===== config.mk =====
export PLATFORM = sky130hd
export DESIGN_NAME = mtx_phase_gen_mc
export DESIGN_NICKNAME = d
export VERILOG_FILES = /design/src/rtl/mtx_phase_gen_mc.sv
export SDC_FILE = /design/constraint.sdc
export NUM_CORES = 1
export LEC_CHECK = 0
export ABC_AREA = 1
export CAP_MARGIN = 5
export CORE_MARGIN = 2
export CORE_UTILIZATION = 55
export CTS_CLUSTER_DIAMETER = 120
export DETAILED_ROUTE_END_ITERATION = 8
export PLACE_DENSITY = 0.83
export SYNTH_ARGS = -nofsm -noshare
export SYNTH_HDL_FRONTEND = slang
export SYNTH_SLANG_ARGS = --single-unit

===== constraint.sdc =====
create_clock -name clk -period 5.7 [get_ports clk]
set_input_delay 0.855 -clock clk [delete_from_list [all_inputs] [get_ports clk]]
set_output_delay 0.855 -clock clk [all_outputs]
set_load 0.05 [all_outputs]

===== src/rtl/mtx_phase_gen_mc.sv =====
// Multi-channel stepped-chirp phase sequencer.
// Emits one AXI-Stream phase beat per channel per sample. The per-sample
// increment grows each symbol and the symbol start phase shifts down each
// symbol. Configuration is double-buffered: cfg_load fills a shadow set,
// and the active set copies the shadow on start and at every frame wrap.
//
// Handshake: a beat transfers on a rising clk edge where out_tvalid and
// out_tready are both high. out_tvalid never depends on out_tready, and
// while out_tvalid is high without out_tready the beat fields
// (tdata/tuser/tlast/sof) hold their values.
module mtx_phase_gen_mc #(
    parameter int PHASE_WIDTH  = 24,
    parameter int NSYMB_WIDTH  = 16,
    parameter int NCHAN        = 2,
    parameter int CHAN_WIDTH   = 1,
    parameter int TX_SYNC_BITS = 3
) (
    input  logic                   clk,
    input  logic                   reset,
    input  logic                   srst,
    input  logic                   enable,
    input  logic                   cfg_load,
    input  logic [PHASE_WIDTH-1:0] cfg_nsig,
    input  logic [NSYMB_WIDTH-1:0] cfg_nsymb,
    input  logic [PHASE_WIDTH-1:0] cfg_start_ph,
    input  logic [PHASE_WIDTH-1:0] cfg_start_ph_inc,
    input  logic [PHASE_WIDTH-1:0] cfg_dph_inc,
    input  logic [PHASE_WIDTH-1:0] cfg_nph_shift,
    input  logic [PHASE_WIDTH-1:0] cfg_chan_ph_off,
    output logic [PHASE_WIDTH-1:0] out_tdata,
    output logic [CHAN_WIDTH-1:0]  out_tuser,
    output logic                   out_tlast,
    output logic                   out_tvalid,
    input  logic                   out_tready,
    output logic                   out_sof,
    output logic                   sync_ready,
    output logic                   busy,
    output logic [NSYMB_WIDTH-1:0] symbN,
    output logic [PHASE_WIDTH-1:0] sigN
);

    localparam logic [1:0] ST_IDLE = 2'd0;
    localparam logic [1:0] ST_RUN  = 2'd1;
    localparam logic [1:0] ST_STOP = 2'd2;

    localparam logic [CHAN_WIDTH-1:0]  LAST_CHAN = CHAN_WIDTH'(NCHAN - 1);
    localparam logic [PHASE_WIDTH-1:0] ONE_SIG   = PHASE_WIDTH'(1);
    localparam logic [NSYMB_WIDTH-1:0] ONE_SYMB  = NSYMB_WIDTH'(1);

    logic [1:0] state;

    // Shadow configuration, written by cfg_load
    logic [PHASE_WIDTH-1:0] sh_nsig;
    logic [NSYMB_WIDTH-1:0] sh_nsymb;
    logic [PHASE_WIDTH-1:0] sh_start_ph;
    logic [PHASE_WIDTH-1:0] sh_start_ph_inc;
    logic [PHASE_WIDTH-1:0] sh_dph_inc;
    logic [PHASE_WIDTH-1:0] sh_nph_shift;
    logic [PHASE_WIDTH-1:0] sh_chan_ph_off;

    // Active configuration used by the running frame
    logic [PHASE_WIDTH-1:0] act_nsig;
    logic [NSYMB_WIDTH-1:0] act_nsymb;
    logic [PHASE_WIDTH-1:0] act_dph_inc;
    logic [PHASE_WIDTH-1:0] act_nph_shift;
    logic [PHASE_WIDTH-1:0] act_chan_ph_off;

    // Sequencer position and phase accumulators
    logic [PHASE_WIDTH-1:0]  n;
    logic [NSYMB_WIDTH-1:0]  k;
    logic [CHAN_WIDTH-1:0]   c;
    logic [PHASE_WIDTH-1:0]  phase;
    logic [PHASE_WIDTH-1:0]  inc;
    logic [PHASE_WIDTH-1:0]  sph;
    logic [PHASE_WIDTH-1:0]  beat_ph;
    logic [TX_SYNC_BITS-1:0] frame_cnt;

    logic                   running;
    logic                   hs;
    logic                   last_chan;
    logic                   last_samp;
    logic                   last_symb;
    logic                   symb_end;
    logic [PHASE_WIDTH-1:0] sh_nsig_eff;
    logic [NSYMB_WIDTH-1:0] sh_nsymb_eff;
    logic [PHASE_WIDTH-1:0] next_sph;
    logic [PHASE_WIDTH-1:0] next_phase;

    // Position decode and zero-as-one normalisation of the counts
    always_comb begin
        running      = (state != ST_IDLE);
        hs           = running & out_tready;
        last_chan    = (c == LAST_CHAN);
        last_samp    = (n == act_nsig);
        last_symb    = (k == act_nsymb);
        symb_end     = last_chan & last_samp;
        sh_nsig_eff  = (sh_nsig == '0) ? ONE_SIG : sh_nsig;
        sh_nsymb_eff = (sh_nsymb == '0) ? ONE_SYMB : sh_nsymb;
        next_sph     = sph - act_nph_shift;
        next_phase   = phase + inc;
    end

    // Shadow load, FSM and phase sequencing
    always_ff @(posedge clk) begin
        if (reset || srst) begin
            state           <= ST_IDLE;
            sh_nsig         <= ONE_SIG;
            sh_nsymb        <= ONE_SYMB;
            sh_start_ph     <= '0;
            sh_start_ph_inc <= '0;
            sh_dph_inc      <= '0;
            sh_nph_shift    <= '0;
            sh_chan_ph_off  <= '0;
            act_nsig        <= ONE_SIG;
            act_nsymb       <= ONE_SYMB;
            act_dph_inc     <= '0;
            act_nph_shift   <= '0;
            act_chan_ph_off <= '0;
            n               <= '0;
            k               <= '0;
            c               <= '0;
            phase           <= '0;
            inc             <= '0;
            sph             <= '0;
            beat_ph         <= '0;
            frame_cnt       <= '0;
        end else begin
            if (cfg_load) begin
                sh_nsig         <= cfg_nsig;
                sh_nsymb        <= cfg_nsymb;
                sh_start_ph     <= cfg_start_ph;
                sh_start_ph_inc <= cfg_start_ph_inc;
                sh_dph_inc      <= cfg_dph_inc;
                sh_nph_shift    <= cfg_nph_shift;
                sh_chan_ph_off  <= cfg_chan_ph_off;
            end

            case (state)
                ST_IDLE: begin
                    if (enable) begin
                        act_nsig        <= sh_nsig_eff;
                        act_nsymb       <= sh_nsymb_eff;
                        act_dph_inc     <= sh_dph_inc;
                        act_nph_shift   <= sh_nph_shift;
                        act_chan_ph_off <= sh_chan_ph_off;
                        n               <= ONE_SIG;
                        k               <= ONE_SYMB;
                        c               <= '0;
                        phase           <= sh_start_ph;
                        sph             <= sh_start_ph;
                        beat_ph         <= sh_start_ph;
                        inc             <= sh_start_ph_inc;
                        state           <= ST_RUN;
                    end
                end

                ST_RUN, ST_STOP: begin
                    if (state == ST_RUN && !enable) begin
                        state <= ST_STOP;
                    end
                    if (hs) begin
                        if (!last_chan) begin
                            // Next channel of the same sample
                            c       <= c + 1'b1;
                            beat_ph <= beat_ph + act_chan_ph_off;
                        end else if (!last_samp) begin
                            // Next sample of the same symbol
                            c       <= '0;
                            n       <= n + 1'b1;
                            phase   <= next_phase;
                            beat_ph <= next_phase;
                        end else if (!last_symb) begin
                            // Next symbol: steeper increment, shifted start
                            c       <= '0;
                            n       <= ONE_SIG;
                            k       <= k + 1'b1;
                            inc     <= inc + act_dph_inc;
                            sph     <= next_sph;
                            phase   <= next_sph;
                            beat_ph <= next_sph;
                        end else begin
                            // Frame wrap: pick up the shadow configuration
                            act_nsig        <= sh_nsig_eff;
                            act_nsymb       <= sh_nsymb_eff;
                            act_dph_inc     <= sh_dph_inc;
                            act_nph_shift   <= sh_nph_shift;
                            act_chan_ph_off <= sh_chan_ph_off;
                            c               <= '0;
                            n               <= ONE_SIG;
                            k               <= ONE_SYMB;
                            phase           <= sh_start_ph;
                            sph             <= sh_start_ph;
                            beat_ph         <= sh_start_ph;
                            inc             <= sh_start_ph_inc;
                            frame_cnt       <= frame_cnt + 1'b1;
                        end
                        // Stopping always completes the current symbol first
                        if (symb_end && (state == ST_STOP || !enable)) begin
                            state   <= ST_IDLE;
                            n       <= '0;
                            k       <= '0;
                            c       <= '0;
                            beat_ph <= '0;
                        end
                    end
                end

                default: state <= ST_IDLE;
            endcase
        end
    end

    // Output mapping; beat flags are gated so IDLE shows all zeros
    always_comb begin
        out_tvalid = running;
        busy       = running;
        out_tdata  = beat_ph;
        out_tuser  = c;
        out_tlast  = running & symb_end;
        out_sof    = running & (n == ONE_SIG) & (k == ONE_SYMB) & (c == '0);
        sync_ready = &frame_cnt;
        symbN      = k;
        sigN       = n;
    end

endmodule


Yosys cells after proc, flatten, opt, wreduce, memory -nomap -nowiden

Cells that the tools add are included.

Equality and inequality tests: 13
Reduce and logical (&&, ||, !) cells: 19
Add/subtract/negate cells: 8
Mux-type cells: 75
Bitwise operators: 7

Operators with widths:

| kind                                            | count |
|---|---|
| two-way mux 24 bit                              | 42 |
| case mux 24 bit (2 select lines)                | 9 |
| two-way mux 16 bit                              | 12 |
| adder 24 bit                                    | 3 |
| case mux 16 bit (2 select lines)                | 2 |
| adder 24 x 1 -> 24 bit (second input constant)  | 1 |
| == test 24 x 1 -> 1 bit (second input constant) | 1 |
| == test 24 bit                                  | 1 |
| zero test 24 bit                                | 1 |
| subtractor 24 bit                               | 1 |
| adder 16 x 1 -> 16 bit (second input constant)  | 1 |
| == test 16 x 1 -> 1 bit (second input constant) | 1 |
| == test 16 bit                                  | 1 |
| zero test 16 bit                                | 1 |
| AND reduction 5 bit                             | 3 |
| inequality test 2 bit (second input constant)   | 5 |
| two-way mux 2 bit                               | 4 |
| AND reduction 4 bit                             | 2 |
| AND 1 bit                                       | 6 |
| inequality test 3 bit (second input constant)   | 2 |
| AND reduction 3 bit                             | 2 |
| AND reduction 6 bit                             | 1 |
| two-way mux 1 bit                               | 4 |
| case mux 2 bit (2 select lines)                 | 1 |
| 12 further kinds                                | 15 |

Bits in registers: 414
Logic and storage cells: 143
Bits of input ports: 166
Output and inout bits: 70

Depth between registers and ports, before layout

Gate-level depths: netlist (run 1).

Depth after elaboration: 7
Mapped depth: 18

Least setup slack after synthesis (run 1)

OpenSTA, ideal clock, no wires.

Path type: register -> output
From: reg n[11] (netlist: sigN[11])
To: out out_tlast
Path slack: 2520 ps
Cell stages (with the launch flop): 12
Path buffers: 1
Data required time: 4845 ps
Arrival time: 2325 ps
Cells stage by stage: dfxtp_1 buf_4 inv_2 nand2_1 nand2_1 a21oi_1 nand2_1 nor2_2 nand3_4 nor2_4 inv_1 nor2_1

Word-level cells in the longest chain between the ends: 3

Ends and longest elaborated chain:

| what                   | line | RTL |
|---|---|---|
| from (decl)            | 69   | `logic [PHASE_WIDTH-1:0] n;` |
| from (signal assigned) | 169  | `n <= n + 1'b1;` |
| == test 24 bit         | 94   | `last_samp = (n == act_nsig);` |
| AND 1 bit              | 96   | `symb_end = last_chan & last_samp;` |
| AND 1 bit              | 219  | `out_tlast = running & symb_end;` |
| to (decl)              | 32   | `output logic out_tlast,` |

Every way passes these cells.

Worst setup path in the final report (run 1)

From: reg c (netlist: out_tuser)
To: out out_tlast

Word-level cells in the longest chain between the ends: 2

Ends and longest elaborated chain:

| what                   | line | RTL |
|---|---|---|
| from (decl)            | 71   | `logic [CHAN_WIDTH-1:0] c;` |
| from (signal assigned) | 164  | `c <= c + 1'b1;` |
| AND 1 bit              | 96   |  |
| AND 1 bit              | 219  |  |

Every way passes these cells.

==> results_dict.tcl, run 1 <==
set metrics [dict create \
    min_path_cells 2 \
    cts_max_path_buffers 3 \
    status "completed" \
    postCtsSetupBuffers 0 \
    top_level_ports 236 \
    port_buffers 235 \
    dieArea_um2 42200 \
    timing.fmax_mhz 204 \
    p_per_area_nw_per_um2 292 \
    crit_required_ps 4850 \
    syn-instance-count 3297 \
    die-height_um 205 \
    path_clk_slew_ps 70 \
    cts_hold_buf 0 \
    synth_area_leaders "dfxtp_1 (37%), nand2_1 (16%), a21oi_1 (10%)" \
    wire_per_inst_um 17.9 \
    layout-drive-gt1-share 0.0387 \
    tightest_slew_ps 1160 \
    critPathKind "reg2out" \
    initial_core_util 0.559 \
    ctsResizeCount 0 \
    ys_types 48 \
    dr.pass1.iters 6 \
    first_iter_violations 2171 \
    route.detailed.drc 0 \
    grt-ovfl-total 0 \
    seq_area_frac_synth 0.371 \
    grt_max_degree 136 \
    grt_pass1_vias 20900 \
    end_kind "output port" \
    finalClockSkew_ps 26.7 \
    routabilityCongestion 1.01 \
    min_to "sh_start_ph_inc[23]" \
    vias 22800 \
    clock-sinks 414 \
    period_share 0.859 \
    nFillCells 3488 \
    r2r_cells 15 \
    hold_violations 0 \
    synth_edf_count 0 \
    root_buffer "clkbuf_16" \
    synth_seq_cells 414 \
    synth_top_cell_area_share 0.371 \
    tns_ps 0 \
    nNetsFinal 3722 \
    grt_pass1_wl_mm 112 \
    yosys.area.top_type "dfxtp_1" \
    rsz0062_at_grt "false" \
    rows 73 \
    min_period_ps 4900 \
    synthToLayoutAreaGrowth_pct 19.4 \
    hpwl_mm 51.9 \
    r2r-end "act_nsymb[2]" \
    die_x_um 205 \
    setup_viol 0 \
    drt-total-wl_mm 71.8 \
    cts_tree "done" \
    ant_nets 0 \
    final_cell_mix "nand2_1 (971), a21oi_1 (463), dfxtp_1 (414)" \
    critPathMaxFanout 19 \
    slew_violations 0 \
    worstSkewPairLatency_ps 590 \
    layout_commonest_cell "nand2_1" \
    arrival_ps 4040 \
    antenna_found_initial 3 \
    async_reset_ff_frac 0 \
    yosysWarnings 0 \
    worstHoldStart "sh_start_ph_inc[23]" \
    utilization 0.667 \
    core-area_um2 39900 \
    cts_max_level 2 \
    rrSetupSlack_ps 1450 \
    p_leak_nw 11.0 \
    numCtsBuffers 46 \
    vdd_drop_max_v 0.000242 \
    synth_ff_type "dfxtp_1" \
    track_usage 0.335 \
    avgSynthCellArea_um2 6.77 \
    max_cap_violations 0 \
    r2r_start "state[0]" \
    vias_per_cell 5.67 \
    synth_area_um2 22300 \
    start_kind "flip-flop" \
    slew_headroom 0.229 \
    min_path_type "reg2reg" \
    syn-num-nets 3569 \
]
-- state kept, by name (all words and copies together) (netlist names), 24 cells and up --
name,cells
inc,24
sh_chan_ph_off,24
act_chan_ph_off,24
phase,24
sph,24
act_nsig,24
sh_nph_shift,24
act_dph_inc,24
sh_nsig,24
act_nph_shift,24
sh_start_ph,24
sh_start_ph_inc,24
sh_dph_inc,24
sigN,24
out_tdata,24
-- metal layers --
| layer | GRT usage | routed length (µm) |
|---|---|---|
| met5 | 0 | 0 |
| met4 | 0.140 | 2770 |
| met3 | 0.0459 | 5720 |
| met2 | 0.529 | 32000 |
| met1 | 0.460 | 31300 |
-- cells in the mapped netlist (2+ instances only) --
cell type  count
nor2_2         2
fa_1           4
a21boi_0       5
o21ai_1       16
buf_6          6
buf_4          3
nand2_2        2
o22ai_1        8
nor2_1       254
nor3b_1        5
a21oi_1      463
nand4_1       50
and3_1         2
nor2_4         3
clkbuf_1     106
o21a_1         8
a31oi_1       11
o21ai_0      207
a211oi_1       5
and2_1         3
xnor2_1       38
a21o_1        13
or2_2         14
nand2_1      971
inv_1        241
o21bai_1       9
inv_2          9
nand3b_1       5
nand3_1      148
buf_2         25
nor4_1        22
o31ai_1        4
xor2_1        49
dfxtp_1      414
ha_1         102
o211ai_1      18
buf_1          6
nor3_1        36
-- through the flow --
step	setup WS [ps]	std cells	hold WS (ps)	power, W	cell area, µm²
floorplan	2520	3297	434	0.00392	22300
global placement	1290	3927	446	0.00434	24900
detailed placement	1210	3927	450	0.00435	24900
CTS	846	4011	459	0.00777	26600
global route	722	4014	472	0.00805	26600
finish	801	4015	456	0.00777	26600
-- layout make-up --
class | count | area (µm²) | share of cell area
multi-input cells | 2486 | 12500 | 0.468
flip-flops and latches | 414 | 8290 | 0.311
repair buffers | 251 | 2490 | 0.0936
clock buffers | 60 | 1360 | 0.0510
inverters | 251 | 952 | 0.0357
well taps | 525 | 657 | 0.0247
clock inverters | 24 | 423 | 0.0159
diodes | 4 | 10.0 | 0.000376
-- worst max path at each step --
stage,startpoint,end,slack (ps)
finish,out_tuser,out_tlast,800
global placement,out_tready,act_dph_inc[21],1290
CTS,out_tuser,out_tlast,850
global route,out_tuser,out_tlast,720
floorplan,sigN[11],out_tlast,2520
detailed placement,out_tready,act_dph_inc[21],1210
-- logic make-up (layout without fill, tap and decap cells) --
| logic type | count (synthesis) | count (layout) | synth area share |
|---|---|---|---|
| DFF | 414 | 414 | 0.371 |
| xor gates and xnor gates | 87 | 87 | 0.0342 |
| buffers and inverters | 397 | 586 | 0.0707 |
| other | 0 | 4 | 0 |
| adders and majority gates | 106 | 106 | 0.0608 |
| and+or+nand+nor | 1521 | 1521 | 0.281 |
| AOI/OAI and AO/OA | 772 | 772 | 0.182 |
-- worst max-delay path: stages (launching register included) --
cell and delay [ps]:
dfxtp_1 880, inv_1 620, nor2_4 650, inv_1 220
nor2_1 250, clkdlybuf4s50_1 850
-- power by group --
group	internal [W]	total, W	switching (W)	leakage (nW)
clock network	0.00218	0.00344	0.00126	0.872
registers	0.00298	0.00306	0.0000799	3.36
logic	0.000422	0.00127	0.000848	6.73
total	0.00558	0.00777	0.00219	11.0
No activity file was read; power rests on OpenSTA's default activity.
==> inputs of run 2 (changes only) <==
--- a/config.mk
+++ b/config.mk
@@ -12,6 +12,7 @@
 export CTS_CLUSTER_DIAMETER = 120
 export DETAILED_ROUTE_END_ITERATION = 8
 export PLACE_DENSITY = 0.83
+export SKIP_LAST_GASP = 1
 export SYNTH_ARGS = -nofsm -noshare
 export SYNTH_HDL_FRONTEND = slang
 export SYNTH_SLANG_ARGS = --single-unit
==> results of run 2 <==
No change in the layout: final DEF, timing and power equal those of run 1.
